===== config.mk =====
export PLATFORM = sky130hd
export DESIGN_NAME = decap_seq_ctrl
export DESIGN_NICKNAME = d
export VERILOG_FILES = /design/src/rtl/decap_pkg.sv /design/src/rtl/ct_hash_cmp.sv /design/src/rtl/decap_seq_ctrl.sv
export SDC_FILE = /design/constraint.sdc
export NUM_CORES = 1
export LEC_CHECK = 0
export BUFFER_PORTS_ARGS = -buffer_cell sky130_fd_sc_hd__buf_2
export CELL_PAD_IN_SITES_DETAIL_PLACEMENT = 1
export CELL_PAD_IN_SITES_GLOBAL_PLACEMENT = 2
export CORE_AREA = 4 4 257 259
export CTS_CLUSTER_DIAMETER = 200
export DETAILED_ROUTE_END_ITERATION = 10
export DIE_AREA = 0 0 261 263
export PLACE_DENSITY = 0.56
export SLEW_MARGIN = 20
export SYNTH_ARGS = -nofsm -noshare
export SYNTH_HDL_FRONTEND = slang
export SYNTH_SLANG_ARGS = --single-unit
export TNS_END_PERCENT = 20

===== constraint.sdc =====
create_clock -name clk -period 6.9 [get_ports clk]
set_clock_uncertainty 0.05 [all_clocks]
set_input_delay 1.38 -clock clk [delete_from_list [all_inputs] [get_ports clk]]
set_output_delay 1.38 -clock clk [all_outputs]
set_load 0.05 [all_outputs]

===== src/rtl/decap_pkg.sv =====
// rtl/decap_pkg.sv - shared types and constants for the decapsulation sequencer
package decap_pkg;

  typedef enum logic [2:0] {
    IDLE   = 3'd0,
    LAUNCH = 3'd1,
    WAIT   = 3'd2,
    CMP    = 3'd3,
    OUT    = 3'd4,
    ERR    = 3'd5
  } state_t;

  // Fixed key value released on rejection when no rejection key is wired in
  localparam int REJ_CONST = 1;

  // Selects what key_out carries on a rejected decapsulation
  localparam int REJ_MODE_CONST = 0;
  localparam int REJ_MODE_KEY   = 1;

endpackage


===== src/rtl/ct_hash_cmp.sv =====
// rtl/ct_hash_cmp.sv - serial constant-time hash comparator, one CMP_W slice per cycle
module ct_hash_cmp
  import decap_pkg::*;
#(
  parameter int HASH_W = 128,
  parameter int CMP_W  = 32
) (
  input  logic              clk,
  input  logic              rst_n,
  input  logic              go,
  input  logic [HASH_W-1:0] a,
  input  logic [HASH_W-1:0] b,
  output logic              done,
  output logic              neq
);

  localparam int N_SL  = HASH_W / CMP_W;
  localparam int IDX_W = (N_SL > 1) ? $clog2(N_SL) : 1;

  logic [IDX_W-1:0]  idx;
  logic              active;
  logic              acc;
  logic [HASH_W-1:0] x_shift;
  logic              slice_ne;

  // The slice is picked by shifting the full XOR, so every slice costs the same
  assign x_shift  = (a ^ b) >> (CMP_W * int'(idx));
  assign slice_ne = |x_shift[CMP_W-1:0];

  // Final slice folds in combinationally so the owner can register the verdict on the same edge
  assign done = active && (idx == IDX_W'(N_SL - 1));
  assign neq  = acc | slice_ne;

  // Walk every slice regardless of intermediate results; no early exit
  always_ff @(posedge clk or negedge rst_n) begin
    if (!rst_n) begin
      active <= 1'b0;
      idx    <= '0;
      acc    <= 1'b0;
    end else if (go) begin
      active <= 1'b1;
      idx    <= '0;
      acc    <= 1'b0;
    end else if (active) begin
      acc <= acc | slice_ne;
      if (done) begin
        active <= 1'b0;
      end else begin
        idx <= idx + 1'b1;
      end
    end
  end

endmodule


===== src/rtl/decap_seq_ctrl.sv =====
// rtl/decap_seq_ctrl.sv - SNTRUP decapsulation stage sequencer with constant-time confirmation check
module decap_seq_ctrl
  import decap_pkg::*;
#(
  parameter int N_STAGES   = 7,
  parameter int WCHK_STAGE = 5,
  parameter int HASH_W     = 128,
  parameter int KEY_W      = 128,
  parameter int CMP_W      = 32,
  parameter int REJ_MODE   = 0,
  parameter int WDOG_W     = 24,
  localparam int SEL_W     = (N_STAGES > 1) ? $clog2(N_STAGES) : 1
) (
  input  logic                clk,
  input  logic                rst_n,
  input  logic                start,
  output logic                busy,
  output logic [N_STAGES-1:0] stage_start,
  input  logic [N_STAGES-1:0] stage_done,
  output logic [SEL_W-1:0]    stage_sel,
  input  logic                weight_ok,
  input  logic [HASH_W-1:0]   c_hash,
  input  logic [HASH_W-1:0]   cp_hash,
  input  logic [KEY_W-1:0]    ck_key,
  input  logic [KEY_W-1:0]    rej_key,
  output logic [KEY_W-1:0]    key_out,
  output logic                done,
  output logic                reject,
  output logic                error
);

  localparam logic [SEL_W-1:0]  LAST_IDX = SEL_W'(N_STAGES - 1);
  localparam logic [SEL_W-1:0]  WCHK_IDX = SEL_W'(WCHK_STAGE);
  localparam logic [WDOG_W-1:0] WD_MAX   = '1;

  state_t              state_q, state_d;
  logic [SEL_W-1:0]    idx_q, idx_d;
  logic [WDOG_W-1:0]   wdog_q, wdog_d;
  logic                fail_q, fail_d;
  logic                busy_q, busy_d;
  logic                done_q, done_d;
  logic                reject_q, reject_d;
  logic                error_q, error_d;
  logic [KEY_W-1:0]    key_q, key_d;
  logic [N_STAGES-1:0] sstart_q, sstart_d;

  logic                cmp_go;
  logic                cmp_done;
  logic                cmp_neq;
  logic                rej_now;
  logic [KEY_W-1:0]    rej_val;

  assign rej_val = (REJ_MODE == REJ_MODE_KEY) ? rej_key : KEY_W'(REJ_CONST);

  ct_hash_cmp #(
    .HASH_W (HASH_W),
    .CMP_W  (CMP_W)
  ) u_cmp (
    .clk   (clk),
    .rst_n (rst_n),
    .go    (cmp_go),
    .a     (c_hash),
    .b     (cp_hash),
    .done  (cmp_done),
    .neq   (cmp_neq)
  );

  // Next-state and next-output decode; every output is produced from a register
  always_comb begin
    state_d  = state_q;
    idx_d    = idx_q;
    wdog_d   = wdog_q;
    fail_d   = fail_q;
    busy_d   = busy_q;
    done_d   = 1'b0;
    reject_d = reject_q;
    error_d  = error_q;
    key_d    = key_q;
    sstart_d = '0;
    cmp_go   = 1'b0;
    rej_now  = 1'b0;
    case (state_q)
      IDLE, ERR: begin
        if (start) begin
          state_d  = LAUNCH;
          idx_d    = '0;
          wdog_d   = '0;
          busy_d   = 1'b1;
          fail_d   = 1'b0;
          error_d  = 1'b0;
          reject_d = 1'b0;
          key_d    = '0;
          sstart_d = N_STAGES'(1);
        end
      end
      LAUNCH: begin
        state_d = WAIT;
        wdog_d  = '0;
      end
      WAIT: begin
        if (stage_done[idx_q]) begin
          if (idx_q == WCHK_IDX && !weight_ok) begin
            fail_d = 1'b1;
          end
          wdog_d = '0;
          if (idx_q == LAST_IDX) begin
            state_d = CMP;
            cmp_go  = 1'b1;
          end else begin
            state_d  = LAUNCH;
            idx_d    = idx_q + 1'b1;
            sstart_d = N_STAGES'(1) << (idx_q + 1'b1);
          end
        end else if (wdog_q == WD_MAX - 1'b1) begin
          // Counter would saturate this cycle: the stage is considered hung
          state_d = ERR;
          wdog_d  = WD_MAX;
          busy_d  = 1'b0;
          error_d = 1'b1;
          key_d   = '0;
        end else begin
          wdog_d = wdog_q + 1'b1;
        end
      end
      CMP: begin
        if (cmp_done) begin
          rej_now  = fail_q | cmp_neq;
          state_d  = OUT;
          done_d   = 1'b1;
          busy_d   = 1'b0;
          reject_d = rej_now;
          key_d    = rej_now ? rej_val : ck_key;
        end
      end
      OUT: begin
        state_d = IDLE;
      end
      default: begin
        state_d = IDLE;
      end
    endcase
  end

  // State and output registers; reset aborts any sequence in flight
  always_ff @(posedge clk or negedge rst_n) begin
    if (!rst_n) begin
      state_q  <= IDLE;
      idx_q    <= '0;
      wdog_q   <= '0;
      fail_q   <= 1'b0;
      busy_q   <= 1'b0;
      done_q   <= 1'b0;
      reject_q <= 1'b0;
      error_q  <= 1'b0;
      key_q    <= '0;
      sstart_q <= '0;
    end else begin
      state_q  <= state_d;
      idx_q    <= idx_d;
      wdog_q   <= wdog_d;
      fail_q   <= fail_d;
      busy_q   <= busy_d;
      done_q   <= done_d;
      reject_q <= reject_d;
      error_q  <= error_d;
      key_q    <= key_d;
      sstart_q <= sstart_d;
    end
  end

  assign busy        = busy_q;
  assign stage_start = sstart_q;
  assign stage_sel   = idx_q;
  assign key_out     = key_q;
  assign done        = done_q;
  assign reject      = reject_q;
  assign error       = error_q;

endmodule

; After elaboration in Yosys (flattened, before gate mapping)
; Cells that the tools add are included.
[classes]
n_reduce_logical = 19
bitwise = 3
addsub = 3
eq_ne = 17
muxes = 53
shifts = 2
n_lt_le_gt_ge = 1
[ops]
columns = cell, count
row1 = $mux 128, 5
row2 = $pmux 128 s3, 1
row3 = $shr 128x7->32, 1
row4 = $xor 128x128->128, 1
row5 = $mux 24, 3
row6 = $pmux 24 s3, 1
row7 = $reduce_or 32->1, 1
row8 = $add 24x1->24 const B, 1
row9 = $eq 24x24->1 const B, 1
row10 = $mux 1, 22
row11 = $mux 3, 7
row12 = $ne 2x2->1 const B, 8
row13 = $mux 7, 2
row14 = $pmux 7 s2, 1
row15 = $pmux 3 s4, 1
row16 = $reduce_and 4->1, 3
row17 = $eq 3x3->1 const B, 3
row18 = $mux 2, 4
row19 = $shl 1x3->7 const A, 1
row20 = $eq 3x2->1 const B, 2
row21 = $pmux 1 s2, 3
row22 = $pmux 3 s2, 1
row23 = $reduce_and 3->1, 2
row24 = $reduce_bool 2->1, 3
row25 = other kinds (16), 20
[totals]
regBits = 174

; Logic depth before layout (Yosys ltp)
; Gate-level depths: netlist of the first run.
[depth]
depth_word = 8
ltp_mapped = 10

; Modules after synthesis
; A second synthesis of the first run with hierarchy kept.
[unflattened]
hier_cells = 791
hier_area_um2 = 8795.9
[by_module_without_submodules]
columns = mod, area_each_um2, n_inst, cells_each, seq_area_each_um2
row1 = decap_seq_ctrl, 7059.3, 1, 570, 4254.1
row2 = ct_hash_cmp, 1736.7, 1, 221, 100.1

; Worst setup path after synthesis of the first run
; Ideal clock, no wire load.
[synth_path]
kind = input-to-reg
start = input port cp_hash[25]
end = register key_q[31], in the netlist key_out[31]
n_path_buf = 3
required_ns = 6.783
setup_slack_ns = 3.629
t_arrival_ns = 3.154
stages = 10
setup_time_ns = 0.067
path_cell_list = xor2_1 -> nor4_1 -> nand4_1 -> nor4_1 -> o221ai_1 -> a211oi_1 -> buf_2 -> buf_2 -> buf_2 -> a22o_1
[synth_between]
elab_chain_cells = 8
[synth_rtl]
columns = element, line_no
row1 = "start, declared", decap_seq_ctrl.sv:23  ; input logic [HASH_W-1:0] cp_hash,
row2 = $xor 128x128->128, ct_hash_cmp.sv:27  ; assign x_shift = (a ^ b) >> (CMP_W * int'(idx));
row3 = $shr 128x7->32, ct_hash_cmp.sv:27
row4 = $reduce_or 32->1, ct_hash_cmp.sv:28  ; assign slice_ne = |x_shift[CMP_W-1:0];
row5 = $or 1x1->1, ct_hash_cmp.sv:32  ; assign neq = acc | slice_ne;
row6 = $or 1x1->1, decap_seq_ctrl.sv:127  ; rej_now = fail_q | cmp_neq;
row7 = $mux 128, decap_seq_ctrl.sv:132  ; key_d = rej_now ? rej_val : ck_key;
row8 = $mux 128, decap_seq_ctrl.sv:126  ; if (cmp_done) begin
row9 = $pmux 128 s3, decap_seq_ctrl.sv:82  ; case (state_q)
row10 = "end signal, assigned", decap_seq_ctrl.sv:166  ; key_q <= key_d;
row11 = "end, declared", decap_seq_ctrl.sv:44  ; logic [KEY_W-1:0] key_q, key_d;
; Every way passes these cells. The select of a mux whose other input is x is not followed.
; A chain may end at the register's enable or synchronous reset.

; Worst setup path after layout of the first run
[layout_path]
start = input port cp_hash[33]
end = register key_q[110], in the netlist key_out[110]
; The elaborated chain is that of the path after synthesis.

==> results.txt, run 1 <==
The via count of the first global-routing pass was 9,080. The number of synthesized flops with an enable pin is 0. The count of distinct cell types in the synthesized netlist is 46.

In the finished design, the share of the clock period the worst path needs comes to 61.24%. The endpoint arrival time on the critical path came out at approximately 4.6 ns. The count of endpoints failing setup in the final report is 0. The number of nets at the end of the flow is 1,831. Entering global routing, the biggest net connects 96 pins.

The global-route track usage on met3 came out at 2.982%. After synthesis, the largest family of logic cells by area is compound AO/OA/AOI/OAI gates. TritonCTS built the clock tree. Global routing used roughly 12% of the available met1 tracks. The time the worst path needs with I/O delays and setup is 4.226 ns.

The total placed instance area came out at 12,190 um2. After synthesis, the cell types taking the most area are sky130_fd_sc_hd__dfrtp_1 (51%), sky130_fd_sc_hd__a22o_1 (13%), sky130_fd_sc_hd__xor2_1 (7.9%). The maximum achievable frequency is about 0.24 GHz. The count of state elements after synthesis came out at about 170.

The synthesized netlist devotes between 10% and 20% of its cell area to XOR and XNOR gates. From synthesis to final layout, the design area changed by 49.68%. The via count came out at 8,410.

The run finished with clean final reports. The proportion of register bits with asynchronous set or reset after synthesis came out at 100.0%. The worst setup path is of the input pin to register kind.

The effective utilization at floorplan is 13.38%. The mux contribution to synthesized area is less than 1%. The number of violations reported at the end of detailed-routing iteration 0 came out at roughly 320. The TritonCTS buffer count came out at 17. The via count normalized by instance count came out at 3.874.

The clock passes through at most 2 buffers. In the layout the commonest cells are sky130_fd_sc_hd__buf_2 (535), sky130_fd_sc_hd__dfrtp_1 (174), sky130_fd_sc_hd__a22o_1 (127), sky130_fd_sc_hd__xor2_1 (77), sky130_fd_sc_hd__o21ai_0 (58). The worst slew margin relative to its limit is 33.33%.

The half-perimeter wire length after placement came out at roughly 34,000 um. The number of clock sinks is about 170. Setup repair after global routing left no endpoint under its margin. The slew of the pin with the lowest slew margin is approximately 1 ns. The maximum level of the CTS H-tree came out at 4. The root buffer cell chosen for the clock tree is sky130_fd_sc_hd__clkbuf_16. In the synthesized netlist the dominant register cell turns out to be sky130_fd_sc_hd__dfrtp_1. The fraction of layout instances using a drive strength above 1 is approximately 45%.

The critical path endpoint category is a register. The net count of the mapped netlist is 1,312. The required time reported for the critical path endpoint came out at 7.23 ns. The global-route usage over all layers is 11.70%.

The number of search-and-repair iterations in the first detailed-routing pass is 4. After clock tree synthesis, the clock-pin slew on the worst setup and hold paths is 0.07 ns. The die outline width is 261 um. Dividing total power by cell area gives a power density of 228.2 nW/um2. The synthesized-area fraction occupied by adder cells came out at 1.318%.

The number of cells in the finished layout apart from fillers came out at 2,171. The static leakage came out at around 0.0065 uW. The initial antenna violation count came out at 12. The compound-cell area share of the yosys netlist is 20.26%. Post-CTS timing repair inserted 0 buffers for setup.

The leftover overflow at the end of global routing came out at 0. The area share of the largest cell type after synthesis is 50.95%. The worst flop-to-flop path startpoint is stage_sel[0]$_DFFE_PN0P_.

The end-of-flow core utilization is around a fifth. The share of synthesized cell area in and, or, nand and nor gates is 10.19%. Of the synthesized area, sequential elements account for 50.95%. The number of antenna-violating nets in the routed design is 0. The max-slew violation count is 0. Global routing used 22.24% of the available met2 tracks. The total length of routed wires came out at 41,870 um.

The beginning of the critical path is cp_hash[33]. The post-route DRC violation count came out at 0. The total number of yosys warnings came out at 0. Power comes to 2918 uW. After global routing, the most crowded layer is met2. The startpoint class of the critical path is an input pin.

The post-synthesis instance area is 8546 um2. The clock latency of the later-clocked register in the worst-skew pair came out at approximately 0.45 ns. The number of fill cells in the layout is 7,579. In this run, placement finished with an instance count of 2,135. Averaged over all synthesized cells, the footprint is 10.96 um2. For this design the top-level I/O count stands at 665. The number of buffer cells added on primary ports is 536.

The number of hold violations in the final report came out at 0. The total of max-cap violations is 0. The startpoint identified for the worst hold timing path is busy$_DFFE_PN0P_. The synthesized instance count is between 700 and 800.

The library cell used most frequently in the layout, excluding fill and tap cells, is sky130_fd_sc_hd__buf_2. In the final layout, the multi-input gates occupy 3934 um2. The post-route standard cell area excluding fillers is around 13,000 um2. The worst hold path belongs to the class register to register.

The overall die height is 263 um. IR analysis of the VDD net gives a maximum drop of 165.8 uV. The number of gates resized after cts came out at 0. The floorplan has 93 rows. The critical-path maximum fanout is 72. The global-route wire length before repair is 59,910 um. The global placement routability congestion came out at 0.8288. The area taken by flip-flops and latches came out at 4354 um2.

The count of hold-fix buffers inserted at cts is 0. sky130_fd_sc_hd__dfrtp_1 takes more of the synthesized area than any other cell. The final total negative setup slack is 0 ns.

The area of the die is 68,640 um2. In the final routed layout, each cell accounts on average for just under 20 um. The area of the placeable core came out at 63,880 um2.
metal layers:
metal | wire length [um] | vias up
li1 | - | 3888
met1 | 15280 | 4099
met2 | 22480 | 368
met3 | 2840 | 53
met4 | 1259 | 2
met5 | 13 | -
stage by stage:
stage / worst slack, ns / hold WS (ns)
after floorplan: 3.629 / 0.4052
after global placement: 2.089 / 0.4166
after detailed placement: 2.087 / 0.4164
after CTS: 2.536 / 0.4356
after global routing: 2.419 / 0.4635
final: 2.674 / 0.4344
cell usage after synthesis, types with 10 or more instances:
cell type and instances:
sky130_fd_sc_hd__nor2_1 21, sky130_fd_sc_hd__inv_1 23, sky130_fd_sc_hd__clkbuf_1 17, sky130_fd_sc_hd__a22o_1 127, sky130_fd_sc_hd__buf_2 27, sky130_fd_sc_hd__nor3_1 10, sky130_fd_sc_hd__xnor2_1 53, sky130_fd_sc_hd__dfrtp_1 174
sky130_fd_sc_hd__o21ai_0 58, sky130_fd_sc_hd__nand2_1 40, sky130_fd_sc_hd__nor4_1 23, sky130_fd_sc_hd__xor2_1 77, sky130_fd_sc_hd__a21oi_1 16, sky130_fd_sc_hd__nand4_1 23
worst max-delay path, stage by stage:
cell	delay, ns
sky130_fd_sc_hd__buf_2	0.13
sky130_fd_sc_hd__xor2_1	0.17
sky130_fd_sc_hd__nor3b_1	0.45
sky130_fd_sc_hd__nand4_1	0.25
sky130_fd_sc_hd__nor4_1	0.30
sky130_fd_sc_hd__o221ai_1	0.43
sky130_fd_sc_hd__a211oi_4	0.40
sky130_fd_sc_hd__buf_4	0.68
sky130_fd_sc_hd__a22o_1	0.25
power by group:
group	switching [uW]	internal, uW
clock	484	509
combinational	597	235
sequential	52.7	1040
path summary, 6_finish.rpt:
check,to,slack (ns),depth (start not counted)
worst min register to register,busy$_DFFE_PN0P_,0.43,1
min in group asynchronous,key_out[39]$_DFFE_PN0P_,0.98,1
worst max-delay path,key_out[110]$_DFFE_PN0P_,2.67,9
worst min-delay path,busy$_DFFE_PN0P_,0.43,1
max in group asynchronous,key_out[1]$_DFFE_PN0P_,4.54,2
worst max register to register,key_out[103]$_DFFE_PN0P_,3.29,6
sequential cells by signal, summed over array words and instances, names as in the netlist:
name / cells
error: 1
reject: 1
done: 1
wdog_q: 24
u_cmp.idx: 2
key_out: 128
u_cmp.active: 1
fail_q: 1
stage_sel: 3
u_cmp.acc: 1
stage_start: 7
busy: 1
state_q: 3
logic make-up (layout without fill, tap and decap cells):
| logic type | after synthesis | in the layout |
|---|---|---|
| muxes | 4 | 4 |
| DFF | 174 | 174 |
| and+or+nand+nor | 162 | 162 |
| other | 0 | 4 |
| adders and majority gates | 9 | 9 |
| buffers and inverters | 67 | 599 |
| xor gates and xnor gates | 130 | 130 |
| AOI/OAI and AO/OA | 234 | 234 |
final cells by class:
class / instances / area share, %
Antenna cell: 4 / 0.07826
Clock buffer: 20 / 3.649
Tap cell: 855 / 8.364
Timing Repair Buffer: 544 / 21.49
Clock inverter: 12 / 0.9488
Multi-Input combinational cell: 539 / 30.75
Sequential cell: 174 / 34.04
Inverter: 23 / 0.6749
Note: power is estimated with default switching activity, not from simulation.
==> run 2, diff against run 1 <==
--- a/config.mk
+++ b/config.mk
@@ -5,14 +5,15 @@
 export SDC_FILE = /design/constraint.sdc
 export NUM_CORES = 1
 export LEC_CHECK = 0
+export ABC_AREA = 1
 export BUFFER_PORTS_ARGS = -buffer_cell sky130_fd_sc_hd__buf_2
 export CELL_PAD_IN_SITES_DETAIL_PLACEMENT = 1
 export CELL_PAD_IN_SITES_GLOBAL_PLACEMENT = 2
-export CORE_AREA = 4 4 257 259
+export CORE_AREA = 4 4 260 262
 export CTS_CLUSTER_DIAMETER = 200
 export DETAILED_ROUTE_END_ITERATION = 10
-export DIE_AREA = 0 0 261 263
-export PLACE_DENSITY = 0.56
+export DIE_AREA = 0 0 264 266
+export PLACE_DENSITY = 0.65
 export SLEW_MARGIN = 20
 export SYNTH_ARGS = -nofsm -noshare
 export SYNTH_HDL_FRONTEND = slang
==> constraint.sdc (replaced) <==
create_clock -name clk -period 4.2 [get_ports clk]
set_clock_uncertainty 0.05 [all_clocks]
set_input_delay 0.84 -clock clk [delete_from_list [all_inputs] [get_ports clk]]
set_output_delay 0.84 -clock clk [all_outputs]
set_load 0.05 [all_outputs]
==> run 2 against run 1 <==
Non-clock buffer count increased by 3. Setup slack worse by 1.3 ns. Cell area grew 12%. First-iteration DRC count increased by 40%. Highest routed layer unchanged. Synthesized cell count up 88%. Hold slack worse by 0.039 ns. Cell count grew 32%. Area after synthesis grew 18%.
==> results.txt, run 2 <==
The flow ran to the end, and the final reports show no timing, DRC or antenna violations. The time the worst path needs with I/O delays and setup came out at 2.864 ns. The critical path endpoint category is a register. The number of buffers inserted to repair setup after CTS came out at 0.

At the worst endpoint, the required time is 4.53 ns. The number of antenna-violating nets in the routed design is 0. The via count of the first global-routing pass is between 10,000 and 15,000. The synthesized area divided by synthesized cell count is ~6.9 um2.

Clock-pin slew was measured on the worst setup and hold paths at roughly 0.080 ns. The area of the placeable core came out at between 60,000 and 70,000 um2. The area share of the largest cell type after synthesis came out at 43.17%. The synthesized instance count is 1,468. The via count normalized by instance count is 3.853. Routability-driven placement finished with a final weighted congestion of 0.8162. The worst slew margin relative to its limit is 38.81%.

For this run, the slowest stage of the critical path takes around 0.52 ns. The relative area change from synthesis to final layout is 42.21%. The total number of yosys warnings is 0. The clock latency of the later-clocked register in the worst-skew pair came out at between 0.4 and 0.5 ns. The count of endpoints failing setup in the final report came out at 0.

The post-route standard cell area excluding fillers is 14,350 um2. The proportion of register bits with asynchronous set or reset after synthesis came out at 100.0%. The global-route wire length before repair came out at 69,970 um. The critical path goes through inv_2 -> o21ai_0 -> nor2_1 -> nand3_1 -> nand2_1 -> nand2_1 -> nor2_1 -> nand3_1 -> nand2_1 -> nand2_4 -> buf_12 -> o21ai_0. The total length of routed wires came out at approximately 46,000 um. The half-perimeter wire length after placement is 36,650 um. 665 I/O pins were placed. The die outline width came out at ~260 um.

The classification of the worst-slack hold path is input pin to asynchronous set/reset pin. Summing over every cut layer, the via total after detailed routing is 11,055. The end-of-flow core utilization came out at 21.94%. The maximum level of the CTS H-tree is 4. Counting every sink on the clock net gives 174. The endpoint arrival time on the critical path is between 3 and 4 ns. The count of distinct cell types in the synthesized netlist is 30. The library cell used most frequently in the layout, excluding fill and tap cells, is sky130_fd_sc_hd__nand2_1. Buffers inserted to repair hold after CTS numbered 0. The flip-flop count of the largest register, all copies and words added is 128. Ranked by instance count, the synthesized netlist is headed by sky130_fd_sc_hd__nand2_1 (543), sky130_fd_sc_hd__inv_1 (186), sky130_fd_sc_hd__dfrtp_1 (174). The max-slew violation count came to 0. The analysis attributes to cell leakage a power of 0.007657 uW.

The instance count after placement with tap cells included is 2,830. In this design, the critical path's most frequently occurring cell is sky130_fd_sc_hd__nand2_1. The number of gates resized after CTS was 0.

Leaving out fill and tap cells, the most frequent cells in the layout are sky130_fd_sc_hd__nand2_1 (542), sky130_fd_sc_hd__buf_2 (535), sky130_fd_sc_hd__inv_1 (186), sky130_fd_sc_hd__dfrtp_1 (174), sky130_fd_sc_hd__nor2_1 (140). The worst path setup slack after routing is approximately 1.3 ns. The final critical-path share of the clock period came out at 68.19%. Yosys attributes the largest share of cell area to sky130_fd_sc_hd__dfrtp_1 (43%), sky130_fd_sc_hd__nand2_1 (20%), sky130_fd_sc_hd__inv_1 (6.9%). The part of the Yosys area used for sequential elements is 43.17%. The number of search-and-repair iterations in the first detailed-routing pass came out at 4. After synthesis the cells add up to roughly 10,000 um2. TritonCTS built the clock tree.

The critical-path maximum fanout is 128. The count of state elements after synthesis came out at 174. The ratio of total power to cell area is 337.5 nW/um2. The finished layout holds 2,869 standard cells, fillers aside.

The largest total area in the synthesized netlist belongs to sky130_fd_sc_hd__dfrtp_1. The critical-path cell with the highest stage delay is sky130_fd_sc_hd__dfrtp_1. The wire length per cell came out at 16.01 um.

Setup repair after global routing left no endpoint under its margin. STA classifies the critical path startpoint as a register. The site row count came out at 94. The largest buffer count on any clock path came out at 2.

After detailed placement, the total cell area comes to 13,750 um2. The largest voltage drop on the vdd net came out at 235.1 uV. The setup slack at placement is 1.203 ns. The fraction of layout instances using a drive strength above 1 came out at 29.94%.

The maximum achievable frequency came out at about 0.35 GHz. Global routing used between 10% and 20% of the available tracks across all layers. The number of nets in the synthesized netlist is roughly 2,000. The TritonCTS buffer count is 17.

The most common cell in the netlist is sky130_fd_sc_hd__nand2_1. The slew of the pin with the lowest slew margin is 0.9178 ns. The initial utilization of the core area, before any placement, comes to 15.43%.

Among all flip-flop cells after synthesis, the most frequent one is sky130_fd_sc_hd__dfrtp_1. Yosys mapped a number of flops with a built-in enable equal to 0. The net count of the finished layout is ~2,500.

The critical path in this run is classified as register to register. In this run, the number of DRC markers left after iteration 0 of detailed routing was 440. The number of hold violations in the final report came out at 0. The area of the die came out at 70,220 um2. The largest net degree at the start of global routing came out at 129.

The initial antenna violation count came out at 10. For this run, design rule violations remaining after detail routing come to 0. The final total negative setup slack is 0 ns.

The total of max-cap violations is 0. The total overflow left after global routing is 0. The overall die height came out at 266 um.

Port buffering added 536 buffers. In this run the clock root is driven by a sky130_fd_sc_hd__clkbuf_16.
[run 2: cell count changes in the layout (fill, tap and decap cells not counted), moves of 9 or more]
cell,previous run,this run
sky130_fd_sc_hd__nor2_1,21,140
sky130_fd_sc_hd__a22o_1,127,0
sky130_fd_sc_hd__nand2_1,40,542
sky130_fd_sc_hd__xnor2_1,53,29
sky130_fd_sc_hd__o21ai_1,1,121
sky130_fd_sc_hd__nand4_1,23,11
sky130_fd_sc_hd__inv_1,23,186
sky130_fd_sc_hd__nand3_1,9,56
sky130_fd_sc_hd__o21ai_0,58,75
sky130_fd_sc_hd__nor4_1,23,3
sky130_fd_sc_hd__nor2b_1,9,0
sky130_fd_sc_hd__xor2_1,77,11
[run 2: path summary, 6_finish.rpt]
| check | start | end | slack [ns] | cells after the start |
|---|---|---|---|---|
| worst max-delay path | u_cmp.idx[0]$_DFFE_PN0P_ | key_out[67]$_DFFE_PN0P_ | 1.34 | 12 |
| worst min-delay path | rst_n | key_out[10]$_DFFE_PN0P_ | 0.40 | 1 |
| worst max register to register | u_cmp.idx[0]$_DFFE_PN0P_ | key_out[67]$_DFFE_PN0P_ | 1.34 | 12 |
| worst min register to register | key_out[64]$_DFFE_PN0P_ | key_out[64]$_DFFE_PN0P_ | 0.43 | 2 |
| max in group asynchronous | rst_n | key_out[2]$_DFFE_PN0P_ | 2.85 | 2 |
| min in group clk | key_out[64]$_DFFE_PN0P_ | key_out[64]$_DFFE_PN0P_ | 0.43 | 2 |
[run 2: kinds of logic after synthesis]
group	Yosys count	synth area share (%)
AO/OA/AOI/OAI	222	11.20
XOR/XNOR	40	3.473
adder cells (fa/ha/maj)	9	1.116
buffers and inverters	238	9.985
flip-flops	174	43.17
AND/OR/NAND/NOR	785	31.06
[run 2: power breakdown]
part           switching [uW]  internal [uW]  total, uW
sequential               36.8           1720       1750
clock                     776            842       1620
combinational            1000            468       1470
total                    1810           3030       4840
[run 2: worst max-delay path, delay by kind of cell (launching register included)]
kind	cells	cell delay [ns]
buffers and inverters	2	0.60
AOI/OAI and AO/OA	2	0.47
and+or+nand+nor	8	0.90
DFF	1	0.52
[run 2: stage by stage]
step / power, uW / hold slack (ns)
floorplan: 2737 / 0.4135
global placement: 3264 / 0.4115
detailed placement: 3296 / 0.4175
CTS: 4955 / 0.4268
global route: 5162 / 0.4571
finish: 4841 / 0.3955
[run 2: cell type report]
class,instances,area [um2]
clock buffers,18,439.2
clock inverters,13,135.1
flip-flops and latches,174,4354
well taps,864,1081
diodes,8,20.02
fillers,8276,51050
multi-input cells,1056,4747
inverters,189,709.4
repair buffers,547,2859
[run 2: metal layers]
| metal | part of all wire, % | vias to the layer above | global-route usage (%) |
|---|---|---|---|
| li1 | - | 5583 | - |
| met1 | 41 | 5214 | 14.79 |
| met2 | 52 | 202 | 23.02 |
| met3 | 4.7 | 54 | 3.352 |
| met4 | 2.4 | 2 | 4.155 |
| met5 | 0.024 | - | 0 |
==> run 3, diff against run 2 <==
--- a/config.mk
+++ b/config.mk
@@ -5,15 +5,15 @@
 export SDC_FILE = /design/constraint.sdc
 export NUM_CORES = 1
 export LEC_CHECK = 0
-export ABC_AREA = 1
+export ABC_AREA = 0
 export BUFFER_PORTS_ARGS = -buffer_cell sky130_fd_sc_hd__buf_2
 export CELL_PAD_IN_SITES_DETAIL_PLACEMENT = 1
 export CELL_PAD_IN_SITES_GLOBAL_PLACEMENT = 2
-export CORE_AREA = 4 4 260 262
+export CORE_AREA = 4 4 255 257
 export CTS_CLUSTER_DIAMETER = 200
 export DETAILED_ROUTE_END_ITERATION = 10
-export DIE_AREA = 0 0 264 266
-export PLACE_DENSITY = 0.65
+export DIE_AREA = 0 0 259 261
+export PLACE_DENSITY = 0.57
 export SLEW_MARGIN = 20
 export SYNTH_ARGS = -nofsm -noshare
 export SYNTH_HDL_FRONTEND = slang
==> constraint.sdc (replaced) <==
create_clock -name clk -period 2.75 [get_ports clk]
set_clock_uncertainty 0.05 [all_clocks]
set_input_delay 0.55 -clock clk [delete_from_list [all_inputs] [get_ports clk]]
set_output_delay 0.55 -clock clk [all_outputs]
set_load 0.05 [all_outputs]
==> run 3 against run 2 <==
Routed wire length decreased by 3.6%. Global-route usage decreased by 0.27 points. Register-to-register slack got worse by 1.1 ns. Sequential share of layout area increased by 2.8 points. Non-clock buffer count increased by 29. Combinational power increased by 55%.
==> results.txt, run 3 (same netlist as run 1, synthesis figures left out) <==
The maximum achievable frequency is between 0.3 and 0.4 GHz. The time the worst path needs with I/O delays and setup is approximately 2.6 ns. The kind of cell with the highest combined delay along the critical path is buffers and inverters.

The site row count came out at 92. The final critical path takes up 93.04% of the cycle. The clock tree from TritonCTS is built. At the worst endpoint, the required time is 3.08 ns. In the layout the commonest cells are sky130_fd_sc_hd__buf_2 (535), sky130_fd_sc_hd__dfrtp_1 (172), sky130_fd_sc_hd__a22o_1 (127), sky130_fd_sc_hd__xor2_1 (77), sky130_fd_sc_hd__o21ai_0 (58).

The leftover overflow at the end of global routing came out at 0. The largest buffer count on any clock path came out at 2. Data on the critical path arrives at its endpoint at 2.89 ns. The worst slew margin relative to its limit came out at about three fifths. The first global-routing pass estimated 62,800 um of wire. In this run the register-to-register setup slack is roughly 0.27 ns. Wires add up to 44,290 um. The number of hold violations in the final report came out at 0.

In this run the cell area measured after placement is 12,530 um2. The critical-path maximum fanout came out at 23. The wire-length estimate of the detail-placed layout is 37,010 um.

The detailed router finished its first iteration with between 300 and 400 violations. The number of nets at the end of the flow came out at 1,863. The area of the placeable core is 62,740 um2.

The congestion estimate from routability-driven global placement came to between 0.8 and 0.9. The biggest cell delay along the critical path came out at 0.32 ns. The critical path is of the input pin to register type. The total of max-cap violations is 0. The initial antenna violation count is 10.

Setup repair after global routing left no endpoint under its margin. The post-route DRC violation count came out at 0. The post-route standard cell area excluding fillers is 13,130 um2. The critical path buffer and inverter count is 5. The clock-pin slew on the worst setup and hold paths came out at about 0.070 ns. The number of buffer cells added on primary ports is 536. The instance count after placement with tap cells included is 2,157.

The clock latency of the later-clocked register in the worst-skew pair came out at 0.45 ns. Leaving out fill and tap cells, the most frequent cell in the layout is sky130_fd_sc_hd__buf_2. The number of antenna-violating nets in the routed design is 0.

The max-slew violation count is 0. The via count normalized by instance count is 3.884. The slew of the pin with the lowest slew margin came out at 0.5843 ns. Entering global routing, the biggest net connects 71 pins. The via count of the first global-routing pass is around 9,400. The area growth from synthesis to layout is 53.69%. Traced cell by cell, the critical path runs through buf_2 -> xor2_1 -> nor4_2 -> buf_4 -> nand4_1 -> nor4_2 -> o221ai_1 -> buf_4 -> a211oi_4 -> buf_12 -> buf_12 -> a22o_1. The maximum level of the CTS H-tree is 4.

The tightest min-delay check is of the input pin to register type. For this configuration, the core starts out at a cell density of a little over an eighth. The number of search-and-repair iterations in the first detailed-routing pass came out at 4. The TritonCTS buffer count came out at 17.

In this run the static leakage power is 0.006665 uW. Setup violations remaining at the end of the flow were counted as 0. The flip-flop count of the largest register, all copies and words added came out at 128. The CTS root buffer is sky130_fd_sc_hd__clkbuf_16. The die outline width came out at 259 um.

The number of clock sinks came out at 174. The largest voltage drop on the vdd net came out at 913.8 uV. The critical path endpoint category is a register. The overall die height is 261 um. The final total negative setup slack is 0 ns. The area of the die came out at 67,600 um2. The post-route netlist has 45.98% of its cells at a drive strength greater than 1. The endpoint identified for the worst register-to-register timing path is key_out[37]$_DFFE_PN0P_. The worst hold path terminates at key_out[22]$_DFFE_PN0P_.

Global routing used about 13% of the available tracks across all layers. After the flow finishes, the layout carries non-filler instances totaling 2,195. The startpoint identified for the worst hold timing path is ck_key[22]. The cell depth of the worst min-delay path is 2. The startpoint class of the critical path is an input pin. The worst flop-to-flop path startpoint is stage_sel[1]$_DFFE_PN0P_. The run finished with clean final reports. The critical-path cell with the highest stage delay is sky130_fd_sc_hd__nor4_2. The via count is 8,526.

The wire length per cell came out at 20.18 um. The number of top-level pins came out at ~670. Across all hold checks on the routed design, the worst slack comes to 0.2617 ns. The number of cells on the worst reg-to-reg path is 7. The ratio of total power to cell area came out at 566.0 nW/um2.
-- run 3: changes by cell type in the layout (fill, tap and decap cells not counted), moves of 47 or more --
cell | previous run | this run
sky130_fd_sc_hd__a22o_1 | 0 | 127
sky130_fd_sc_hd__inv_1 | 186 | 23
sky130_fd_sc_hd__nand2_1 | 542 | 40
sky130_fd_sc_hd__nand3_1 | 56 | 9
sky130_fd_sc_hd__xor2_1 | 11 | 77
sky130_fd_sc_hd__nor2_1 | 140 | 21
sky130_fd_sc_hd__o21ai_1 | 121 | 1
-- run 3: where the power goes --
group / internal [uW] / total [uW] / switching [uW]
clock network: 1310 / 2420 / 1120
registers: 2620 / 2730 / 116
logic: 747 / 2280 / 1530
total: 4670 / 7430 / 2760
-- run 3: how the worst max path moves through the flow --
stage	start	endpoint	slack, ns	cells past startpoint
2_1_floorplan	stage_sel[0]$_DFFE_PN0P_	key_out[43]$_DFFE_PN0P_	0.18	7
3_3_place_gp	cp_hash[23]	key_out[101]$_DFFE_PN0P_	-0.24	12
3_5_place_dp	cp_hash[23]	key_out[9]$_DFFE_PN0P_	-0.37	12
4_1_cts	cp_hash[23]	key_out[9]$_DFFE_PN0P_	0.09	12
5_1_grt	cp_hash[23]	key_out[116]$_DFFE_PN0P_	0.04	12
6_report	cp_hash[23]	key_out[9]$_DFFE_PN0P_	0.19	12
-- run 3: routing by layer --
layer	vias up	routed length, um	share of wire, %	global-route usage, %
met2	338	24670	56	24.71
met1	4177	16210	37	13.26
met5	-	34	0.077	0
met3	48	2742	6.2	3.240
met4	6	631	1.4	2.804
li1	3957	-	-	-
-- run 3: layout make-up --
class / instances / area, um2
well taps: 846 / 1059
fillers: 7408 / 49600
inverters: 23 / 86.33
repair buffers: 576 / 3104
diodes: 5 / 12.51
clock buffers: 21 / 460.4
flip-flops and latches: 174 / 4357
clock inverters: 11 / 108.9
multi-input cells: 539 / 3946
-- run 3: repair_timing --
item	CTS	global route
setup buffers	0	0
resized for setup	0	3
hold buffers	1	0
hold endpoints to repair	16	0
setup endpoints to repair	0	123
-- run 3: stage by stage --
stage          worst slack [ns]  total power, uW  util [%]
2_1_floorplan            0.1823             4037         -
5_1_grt                 0.03880             7912     20.92
6_report                 0.1915             7434     20.94
3_3_place_gp            -0.2447             5098     19.97
4_1_cts                 0.08652             7630     20.89
3_5_place_dp            -0.3728             5138     19.97
